===== src/rtl/uart_ctrl_pkg.sv =====
// Shared definitions for the UART transmit arbiter: FSM encoding, frame
// timing constants and width helpers.
package uart_ctrl_pkg;

  typedef enum logic [1:0] {
    ST_IDLE      = 2'd0,
    ST_LAUNCH    = 2'd1,
    ST_WAIT_DONE = 2'd2,
    ST_RELEASE   = 2'd3
  } arb_state_e;

  // One transmitted frame: 34 bit times at 86 clocks per bit.
  localparam int CLKS_PER_BIT = 86;
  localparam int FRAME_BITS   = 34;
  localparam int FRAME_CYCLES = CLKS_PER_BIT * FRAME_BITS;

  // Smallest power of two that is >= n.
  function automatic int ceil_pow2(input int n);
    int p;
    p = 1;
    for (int i = 0; i < 31; i++) begin
      if (p < n) p = p * 2;
    end
    return p;
  endfunction

  // Watchdog limit: comfortably above one full frame (2924 -> 4096).
  localparam int DEFAULT_TIMEOUT_CYCLES = ceil_pow2(FRAME_CYCLES + 1);

  // Width of a grant index for n requesters (at least one bit).
  function automatic int grant_idx_w(input int n);
    return (n <= 2) ? 1 : $clog2(n);
  endfunction

endpackage


===== src/rtl/uart_tx_arbiter_rr_pick.sv =====
// Combinational round-robin select: first asserted request at or above the
// pointer, wrapping around to index 0.
module rr_pick
  import uart_ctrl_pkg::*;
#(
  parameter int NUM_REQ = 4,
  parameter int IDX_W   = grant_idx_w(NUM_REQ)
) (
  input  logic [NUM_REQ-1:0] req_i,
  input  logic [IDX_W-1:0]   ptr_i,
  output logic [NUM_REQ-1:0] gnt_o,
  output logic [IDX_W-1:0]   idx_o,
  output logic               any_o
);

  // One extra bit so ptr + offset cannot overflow before the wrap.
  localparam logic [IDX_W:0] N_EXT = (IDX_W + 1)'(NUM_REQ);

  logic [IDX_W:0]   cand;
  logic             found;
  logic [IDX_W-1:0] sel;

  // Scan offsets 0..NUM_REQ-1 from the pointer; the first hit wins.
  always_comb begin
    cand  = '0;
    found = 1'b0;
    sel   = '0;
    for (int k = 0; k < NUM_REQ; k++) begin
      cand = {1'b0, ptr_i} + (IDX_W + 1)'(k);
      if (cand >= N_EXT) cand = cand - N_EXT;
      if (!found && req_i[cand[IDX_W-1:0]]) begin
        found = 1'b1;
        sel   = cand[IDX_W-1:0];
      end
    end
  end

  // Expand the selected index into a one-hot grant.
  always_comb begin
    gnt_o = '0;
    if (found) gnt_o[sel] = 1'b1;
  end

  assign idx_o = sel;
  assign any_o = found;

endmodule


===== src/rtl/uart_tx_arbiter.sv =====
// Round-robin arbiter sharing one UART transmitter among NUM_REQ clients.
// One launch per grant; re-arbitration only after the frame completes (or
// the watchdog gives up) and the transmitter has dropped tx_done.
module uart_tx_arbiter
  import uart_ctrl_pkg::*;
#(
  parameter int NUM_REQ        = 4,
  parameter int DATA_W         = 32,
  parameter int TIMEOUT_CYCLES = DEFAULT_TIMEOUT_CYCLES
) (
  input  logic                        iclk,
  input  logic                        rst,
  input  logic [NUM_REQ-1:0]          req_valid,
  input  logic [NUM_REQ*DATA_W-1:0]   req_data,
  output logic [NUM_REQ-1:0]          req_ack,
  output logic [NUM_REQ-1:0]          req_done,
  output logic                        tx_data_valid,
  output logic [DATA_W-1:0]           tx_byte,
  input  logic                        tx_done,
  output logic [$clog2(NUM_REQ)-1:0]  grant_id,
  output logic                        busy,
  output logic                        timeout_err
);

  localparam int IDX_W = grant_idx_w(NUM_REQ);
  localparam int WD_W  = $clog2(TIMEOUT_CYCLES);
  localparam logic [WD_W-1:0]  WD_LAST  = WD_W'(TIMEOUT_CYCLES - 1);
  localparam logic [WD_W-1:0]  WD_MAX   = '1;
  localparam logic [IDX_W-1:0] IDX_LAST = IDX_W'(NUM_REQ - 1);

  arb_state_e          state_q, state_d;
  logic [IDX_W-1:0]    ptr_q, ptr_d;
  logic [IDX_W-1:0]    grant_id_q, grant_id_d;
  logic [DATA_W-1:0]   tx_byte_q, tx_byte_d;
  logic                tx_data_valid_q, tx_data_valid_d;
  logic [NUM_REQ-1:0]  req_ack_q, req_ack_d;
  logic [NUM_REQ-1:0]  req_done_q, req_done_d;
  logic                timeout_err_q, timeout_err_d;
  logic [WD_W-1:0]     wd_q, wd_d;
  logic                tx_done_prev_q;

  logic [NUM_REQ-1:0]  pick_gnt;
  logic [IDX_W-1:0]    pick_idx;
  logic                pick_any;
  logic [DATA_W-1:0]   req_word [NUM_REQ];
  logic [NUM_REQ-1:0]  grant_oh;
  logic [IDX_W-1:0]    ptr_after_grant;
  logic [WD_W-1:0]     wd_inc;
  logic                done_edge;

  // Split the flat request bus into per-requester words.
  for (genvar gi = 0; gi < NUM_REQ; gi++) begin : g_unpack
    assign req_word[gi] = req_data[gi*DATA_W +: DATA_W];
  end

  rr_pick #(
    .NUM_REQ (NUM_REQ),
    .IDX_W   (IDX_W)
  ) u_pick (
    .req_i (req_valid),
    .ptr_i (ptr_q),
    .gnt_o (pick_gnt),
    .idx_o (pick_idx),
    .any_o (pick_any)
  );

  assign grant_oh        = NUM_REQ'(1) << grant_id_q;
  assign ptr_after_grant = (grant_id_q == IDX_LAST) ? '0 : grant_id_q + IDX_W'(1);
  // Saturating increment: the watchdog must never wrap back to zero.
  assign wd_inc          = (wd_q == WD_MAX) ? wd_q : wd_q + WD_W'(1);
  // Only a 0->1 transition counts, so a stuck-high tx_done is ignored.
  assign done_edge       = tx_done & ~tx_done_prev_q;

  // Next-state, datapath and pulse generation for the grant FSM.
  always_comb begin
    state_d         = state_q;
    ptr_d           = ptr_q;
    grant_id_d      = grant_id_q;
    tx_byte_d       = tx_byte_q;
    tx_data_valid_d = 1'b0;
    req_ack_d       = '0;
    req_done_d      = '0;
    timeout_err_d   = 1'b0;
    wd_d            = wd_q;
    case (state_q)
      ST_IDLE: begin
        if (pick_any) begin
          grant_id_d      = pick_idx;
          tx_byte_d       = req_word[pick_idx];
          // Strobe and ack are registered so they are high during LAUNCH.
          tx_data_valid_d = 1'b1;
          req_ack_d       = pick_gnt;
          state_d         = ST_LAUNCH;
        end
      end
      ST_LAUNCH: begin
        wd_d    = '0;
        state_d = ST_WAIT_DONE;
      end
      ST_WAIT_DONE: begin
        wd_d = wd_inc;
        if (done_edge) begin
          // A real completion wins over a simultaneous timeout.
          req_done_d = grant_oh;
          state_d    = ST_RELEASE;
        end else if (wd_inc == WD_LAST) begin
          // Fires as the count steps onto the limit, so the release pulse
          // lands TIMEOUT_CYCLES cycles after the launch strobe.
          req_done_d    = grant_oh;
          timeout_err_d = 1'b1;
          state_d       = ST_RELEASE;
        end
      end
      ST_RELEASE: begin
        ptr_d = ptr_after_grant;
        if (!tx_done) state_d = ST_IDLE;
      end
      default: state_d = ST_IDLE;
    endcase
  end

  // State and output registers with synchronous reset.
  always_ff @(posedge iclk) begin
    if (rst) begin
      state_q         <= ST_IDLE;
      ptr_q           <= '0;
      grant_id_q      <= '0;
      tx_byte_q       <= '0;
      tx_data_valid_q <= 1'b0;
      req_ack_q       <= '0;
      req_done_q      <= '0;
      timeout_err_q   <= 1'b0;
      wd_q            <= '0;
      tx_done_prev_q  <= 1'b0;
    end else begin
      state_q         <= state_d;
      ptr_q           <= ptr_d;
      grant_id_q      <= grant_id_d;
      tx_byte_q       <= tx_byte_d;
      tx_data_valid_q <= tx_data_valid_d;
      req_ack_q       <= req_ack_d;
      req_done_q      <= req_done_d;
      timeout_err_q   <= timeout_err_d;
      wd_q            <= wd_d;
      tx_done_prev_q  <= tx_done;
    end
  end

  assign req_ack       = req_ack_q;
  assign req_done      = req_done_q;
  assign tx_data_valid = tx_data_valid_q;
  assign tx_byte       = tx_byte_q;
  assign grant_id      = grant_id_q;
  assign timeout_err   = timeout_err_q;
  assign busy          = (state_q != ST_IDLE);

endmodule


===== config.mk =====
export PLATFORM = sky130hd
export DESIGN_NAME = uart_tx_arbiter
export DESIGN_NICKNAME = d
export VERILOG_FILES = /design/src/rtl/uart_ctrl_pkg.sv /design/src/rtl/uart_tx_arbiter_rr_pick.sv /design/src/rtl/uart_tx_arbiter.sv
export SDC_FILE = /design/constraint.sdc
export NUM_CORES = 1
export LEC_CHECK = 0
export ABC_CLOCK_PERIOD_IN_PS = 3760
export CAP_MARGIN = 30
export CORE_MARGIN = 2
export CORE_UTILIZATION = 40
export CTS_CLUSTER_DIAMETER = 100
export DETAILED_ROUTE_END_ITERATION = 12
export PLACE_DENSITY = 0.8
export SETUP_SLACK_MARGIN = 0.15
export SLEW_MARGIN = 20
export SYNTH_ARGS = -nofsm -noshare
export SYNTH_HDL_FRONTEND = slang
export SYNTH_HIERARCHICAL = 1
export SYNTH_SLANG_ARGS = --single-unit

===== constraint.sdc =====
create_clock -name iclk -period 3.76 [get_ports iclk]
set_clock_uncertainty 0.1 [all_clocks]
set_input_delay 0.752 -clock iclk [delete_from_list [all_inputs] [get_ports iclk]]
set_output_delay 0.752 -clock iclk [all_outputs]
set_load 0.01 [all_outputs]

Yosys cells after proc, flatten, opt, wreduce, memory -nomap -nowiden --
Cells that the tools add are included.
Storage, ports and cells: output and inout bits 45, flip-flop bits (word level) 61, input bits 135, word-level logic and storage cells 99
Operators by class: bitwise operators 6, mux-type cells 37, order comparisons 11, shift operators 1, $add $sub $neg 9, eq/ne operators 9, reductions and logical operators 16
Operator list (count):
- $bmux 32 s2 | 1
- $mux 32 | 2
- $mux 2 | 13
- $eq 12x12->1 const B | 2
- $pmux 12 s2 | 1
- $lt 2x3->1 const B | 5
- $add 12x1->12 const B | 1
- $ge 3x3->1 const B | 4
- $mux 12 | 1
- $mux 1 | 11
- $bmux 1 s2 | 4
- $mux 4 | 2
- $pmux 2 s4 | 1
- $sub 2x1->2 const B | 4
- $add 2x2->3 const B | 2
- $eq 2x2->1 const B | 3
- $reduce_or 3->1 | 2
- $logic_and 1x1->1 | 4
- $ne 2x2->1 const B | 2
- $not 1->1 | 4
- $reduce_bool 2->1 | 2
- $reduce_or 2->1 | 2
- $shl 1x2->4 const A | 1
- $add 2x1->3 const B | 1
- 12 further kinds | 14

Logic depth before layout (Yosys ltp) --
word-level depth 18, gate-level depth with buffers 9

By module --
Netlist, hierarchy kept.
Modules (own cells, without submodules):
- uart_tx_arbiter | cells an instance 359, area each 3349.5 µm², instances 1
- rr_pick | cells an instance 32, area each 182.7 µm², instances 1

Worst setup path before layout --
OpenSTA, ideal clock, no wires.
kind input to register, from in req_valid[1], to reg tx_byte_q[6], in the netlist tx_byte[6], path slack 0.800 ns, arrival 2.728 ns, required time 3.529 ns, path buffers 3, setup time 0.131 ns, stages on the path 9, path through buf_2 nand2b_1 a21oi_1 a211oi_2 buf_1 buf_2 mux2_2 a22oi_1 o22ai_1
On the way: longest elaborated chain between the ends 16, elaborated cells on any way between the ends 27, classes of those cells mux (19); bitwise (1); reduce/logical (7)
Ends and longest elaborated chain:
- from (decl) | RTL line uart_tx_arbiter.sv:13 | input logic [NUM_REQ-1:0] req_valid,
- $bmux 1 s2 | RTL line uart_tx_arbiter_rr_pick.sv:31 | if (!found && req_i[cand[IDX_W-1:0]]) begin
- $mux 1 (not written as such) | RTL line uart_tx_arbiter_rr_pick.sv:31
- $mux 1 | RTL line uart_tx_arbiter_rr_pick.sv:31
- $logic_not 1->1 | RTL line uart_tx_arbiter_rr_pick.sv:31
- $logic_and 1x1->1 | RTL line uart_tx_arbiter_rr_pick.sv:31
- $mux 1 | RTL line uart_tx_arbiter_rr_pick.sv:31
- $logic_not 1->1 | RTL line uart_tx_arbiter_rr_pick.sv:31
- $logic_and 1x1->1 | RTL line uart_tx_arbiter_rr_pick.sv:31
- $mux 1 | RTL line uart_tx_arbiter_rr_pick.sv:31
- $logic_not 1->1 | RTL line uart_tx_arbiter_rr_pick.sv:31
- $logic_and 1x1->1 | RTL line uart_tx_arbiter_rr_pick.sv:31
- $mux 2 (*) | RTL line uart_tx_arbiter_rr_pick.sv:31
- via pick_idx[0] | RTL line uart_tx_arbiter.sv:43 | logic [IDX_W-1:0] pick_idx;
- $not 2->3 (not written as such) (*) | RTL line uart_tx_arbiter.sv:89 | tx_byte_d = req_word[pick_idx];
- $bmux 32 s2 (*) | RTL line uart_tx_arbiter.sv:89
- $mux 32 (not written as such) (*) (2 in series) | RTL line uart_tx_arbiter.sv:89
- to (signal assigned) | RTL line uart_tx_arbiter.sv:139 | tx_byte_q <= tx_byte_d;
- to (decl) | RTL line uart_tx_arbiter.sv:34 | logic [DATA_W-1:0] tx_byte_q, tx_byte_d;
Mark *: on every way through the listed nets, which the timed path passes. The rest lies on a longest branch. The select of a mux whose other input is x is not followed. A chain may end at the register's enable or synchronous reset.

Final worst setup path --
from in req_valid[1], to reg tx_byte_q[13], in the netlist tx_byte[13]
The elaborated chain is that of the path after synthesis.

==> flow_summary.toml <==
[outcome]
status = "completed"

[detailed_routing]
detail_route.vias_per_cell = 5.376
wirelength_mm = 11.03
ant_nets = 0
drtIter0Drc = 91
wl_per_cell_microns = 16.33
firstDrtPassIters = 4
drc = 0
via_count = 3629

[placement]
hpwl_mm = 8.711
gp_congestion = 0.8487
port_buffers = 179
dp.cells = 659

[floorplanning]
start_util_pct = 40.90
core_sq_mm = 0.008636
die_h_microns = 97.97
die_area_sq_mm = 0.009598
dieWidth_microns = 97.97
row_count = 34
io_pins = 180

[setup_path]
critPathSlowestCell = "clkdlybuf4s50_1"
cp-end-kind = "register"
path_class = "in2reg"
cp-start-kind = "input pin"
r2r.worst_path.cells = 7
cp.arrival_ns = 3.04
required_ns = 3.85
critPathMaxFanout = 28
max_stage_delay_ns = 0.61
worst-path-buf-inv = 2
crit_cells = 8
cpLargestDelayFamily = "buffers and inverters"
cpMostUsedCell = "a21oi_1"
crit_chain = "clkdlybuf4s50_1, nand2b_1, a21oi_1, a211oi_4, buf_4, mux4_2, nand2_1, a21oi_1"

[clock_tree]
cts_hold_buf = 0
htreeDepth = 3
cts_setup_buffers = 0
cts_buffers = 9
cts_tree = "done"
cts-resized-gates = 0
clock-sinks = 61
clock_latency_ns = 0.33
cts-root-buf = "clkbuf_8"
cts.path.max_buffers = 2
clk_pin_slew_ns = 0.08

[layout]
final_layout_size_suffix_gt1_share_pct = 11.64
utilization_pct = 65.31
diodes = 0
finalNonFillerCells = 675
area_delta_synth_final_pct = 59.69
layout.nets = 706

[yosys]
avgSynthCellArea_sq_um = 9.034
synth_top_area_share_pct = 34.57
yosysTopAreaCell = "dfxtp_1"
synth_cells = 391
synthMostInstantiatedCell = "nand2_1"
ys_top_cells_by_count = "nand2_1, dfxtp_1, a21oi_1"
yosysWarnings = 6
async_reset_ff_share_pct = 0
synthTopCellsByArea = "dfxtp_1, mux4_2, nand2_1, a21oi_1, mux2i_1"
yosysSeqAreaShare_pct = 34.57
synth_flop_cell = "dfxtp_1"
ys_seq_elements = 61
synth_edf_count = 0
syn_area_sq_mm = 0.003532
ys_types = 51
syn-num-nets = 535

[global_route]
grt_pass1_wl_mm = 17.82
antenna_found_initial = 0
grt-ovfl-total = 0
grt_max_degree = 38
grt_pass1_vias = 3800
grt_usage_pct = 22.96

[sta]
max_freq_ghz = 0.3387
worstMarginPinSlew_ns = 0.7597
hold_violations = 0
setup_tns_ns = 0
rsz0062_at_grt = "no"
slew_headroom_pct = 49.35
slew_viol_final = 0
min_period_ns = 2.952
setup_violations = 0
period_share_pct = 78.52

[power]
p_leak_nw = 2.020
ir_drop_v = 0.0002042
power_density_mw_per_mm2 = 476.9

[job]
cap_violations = 0

[worst_hold_path]
holdPathStages = 2
hp-class = "reg2reg"
==> power breakdown <==
group          internal (mW)  switching [mW]  leakage [nW]  total [mW]
clock network          0.308           0.272        0.0996       0.579
logic                  0.629           0.627          1.42        1.26
registers              0.777          0.0774         0.500       0.855
==> final timing paths <==
| kind | from | end | slack, ns |
|---|---|---|---|
| max | req_valid[1] | tx_byte[13] | 0.81 |
| min | tx_byte[11] | tx_byte[11] | 0.36 |
| max reg2reg | wd_q[0] | state_q[0] | 1.00 |
| min reg2reg | tx_byte[11] | tx_byte[11] | 0.36 |
==> registers in the layout (all words and copies together), names as in the netlist <==
signal          count
tx_byte            32
req_done            4
state_q             2
req_ack             4
tx_done_prev_q      1
ptr_q               2
timeout_err         1
tx_data_valid       1
grant_id            2
wd_q               12
==> metal layers <==
metal  global-route usage, %  vias to the layer above  wire length (microns)
li1                        -                     1762                      -
met1                   25.46                     1709                   4212
met2                   42.10                      133                   5895
met3                   5.655                       25                    600
met4                   8.868                        0                    318
met5                       0                        -                      0
==> worst min-delay path: stages, from the launching register on <==
cell,delay (ns)
dfxtp_1,0.31
nand2_1,0.05
a21oi_1,0.05
==> layout by cell type, fill, tap and decap left out, drive strengths merged, types with 3 or more instances in the layout <==
cell / count
clkdlybuf4s50: 178
nand2: 74
dfxtp: 61
a21oi: 41
mux4: 26
nor2: 25
mux2i: 13
inv: 13
ha: 9
clkbuf: 9
o21ai: 9
a211oi: 9
buf: 9
nand3: 7
a22oi: 7
nand2b: 7
mux2: 6
o22ai: 6
nand4: 6
nor3: 6
and2: 5
nor2b: 4
a31oi: 4
a21boi: 4
clkinv: 4
nor4: 3
a221oi: 3
==> metrics by stage <==
stage | instance area [sq um] | worst slack, ns | power, mW | hold slack [ns]
4_1_cts | 5640 | 0.7972 | 2.709 | 0.3576
2_1_floorplan | 3532 | 0.8000 | 1.531 | 0.3516
5_1_grt | 5640 | 0.6545 | 2.854 | 0.3874
3_3_place_gp | 5428 | 0.5257 | 2.075 | 0.3425
3_5_place_dp | 5443 | 0.4316 | 2.129 | 0.3485
6_report | 5640 | 0.8077 | 2.690 | 0.3584
==> logic make-up (layout without fill, tap and decap cells) <==
group,count (synthesis),count (layout),share of synthesized area [%]
adders and majority gates,9,9,3.188
muxes,45,45,22.17
xor gates and xnor gates,2,2,0.4960
AOI/OAI and AO/OA,92,92,16.54
and+or+nand+nor,143,143,18.63
buffers and inverters,39,215,4.392
DFF,61,61,34.57
==> final cells by class <==
| type | count | area [sq um] |
|---|---|---|
| Clock buffer | 9 | 123.9 |
| Clock inverter | 7 | 73.82 |
| Inverter | 12 | 45.04 |
| Multi-Input combinational cell | 291 | 2175 |
| Timing Repair Buffer | 187 | 1867 |
| Fill cell | 735 | 2995 |
| Sequential cell | 61 | 1221 |
| Tap cell | 108 | 135.1 |
Power figures use the tool's default switching activity.
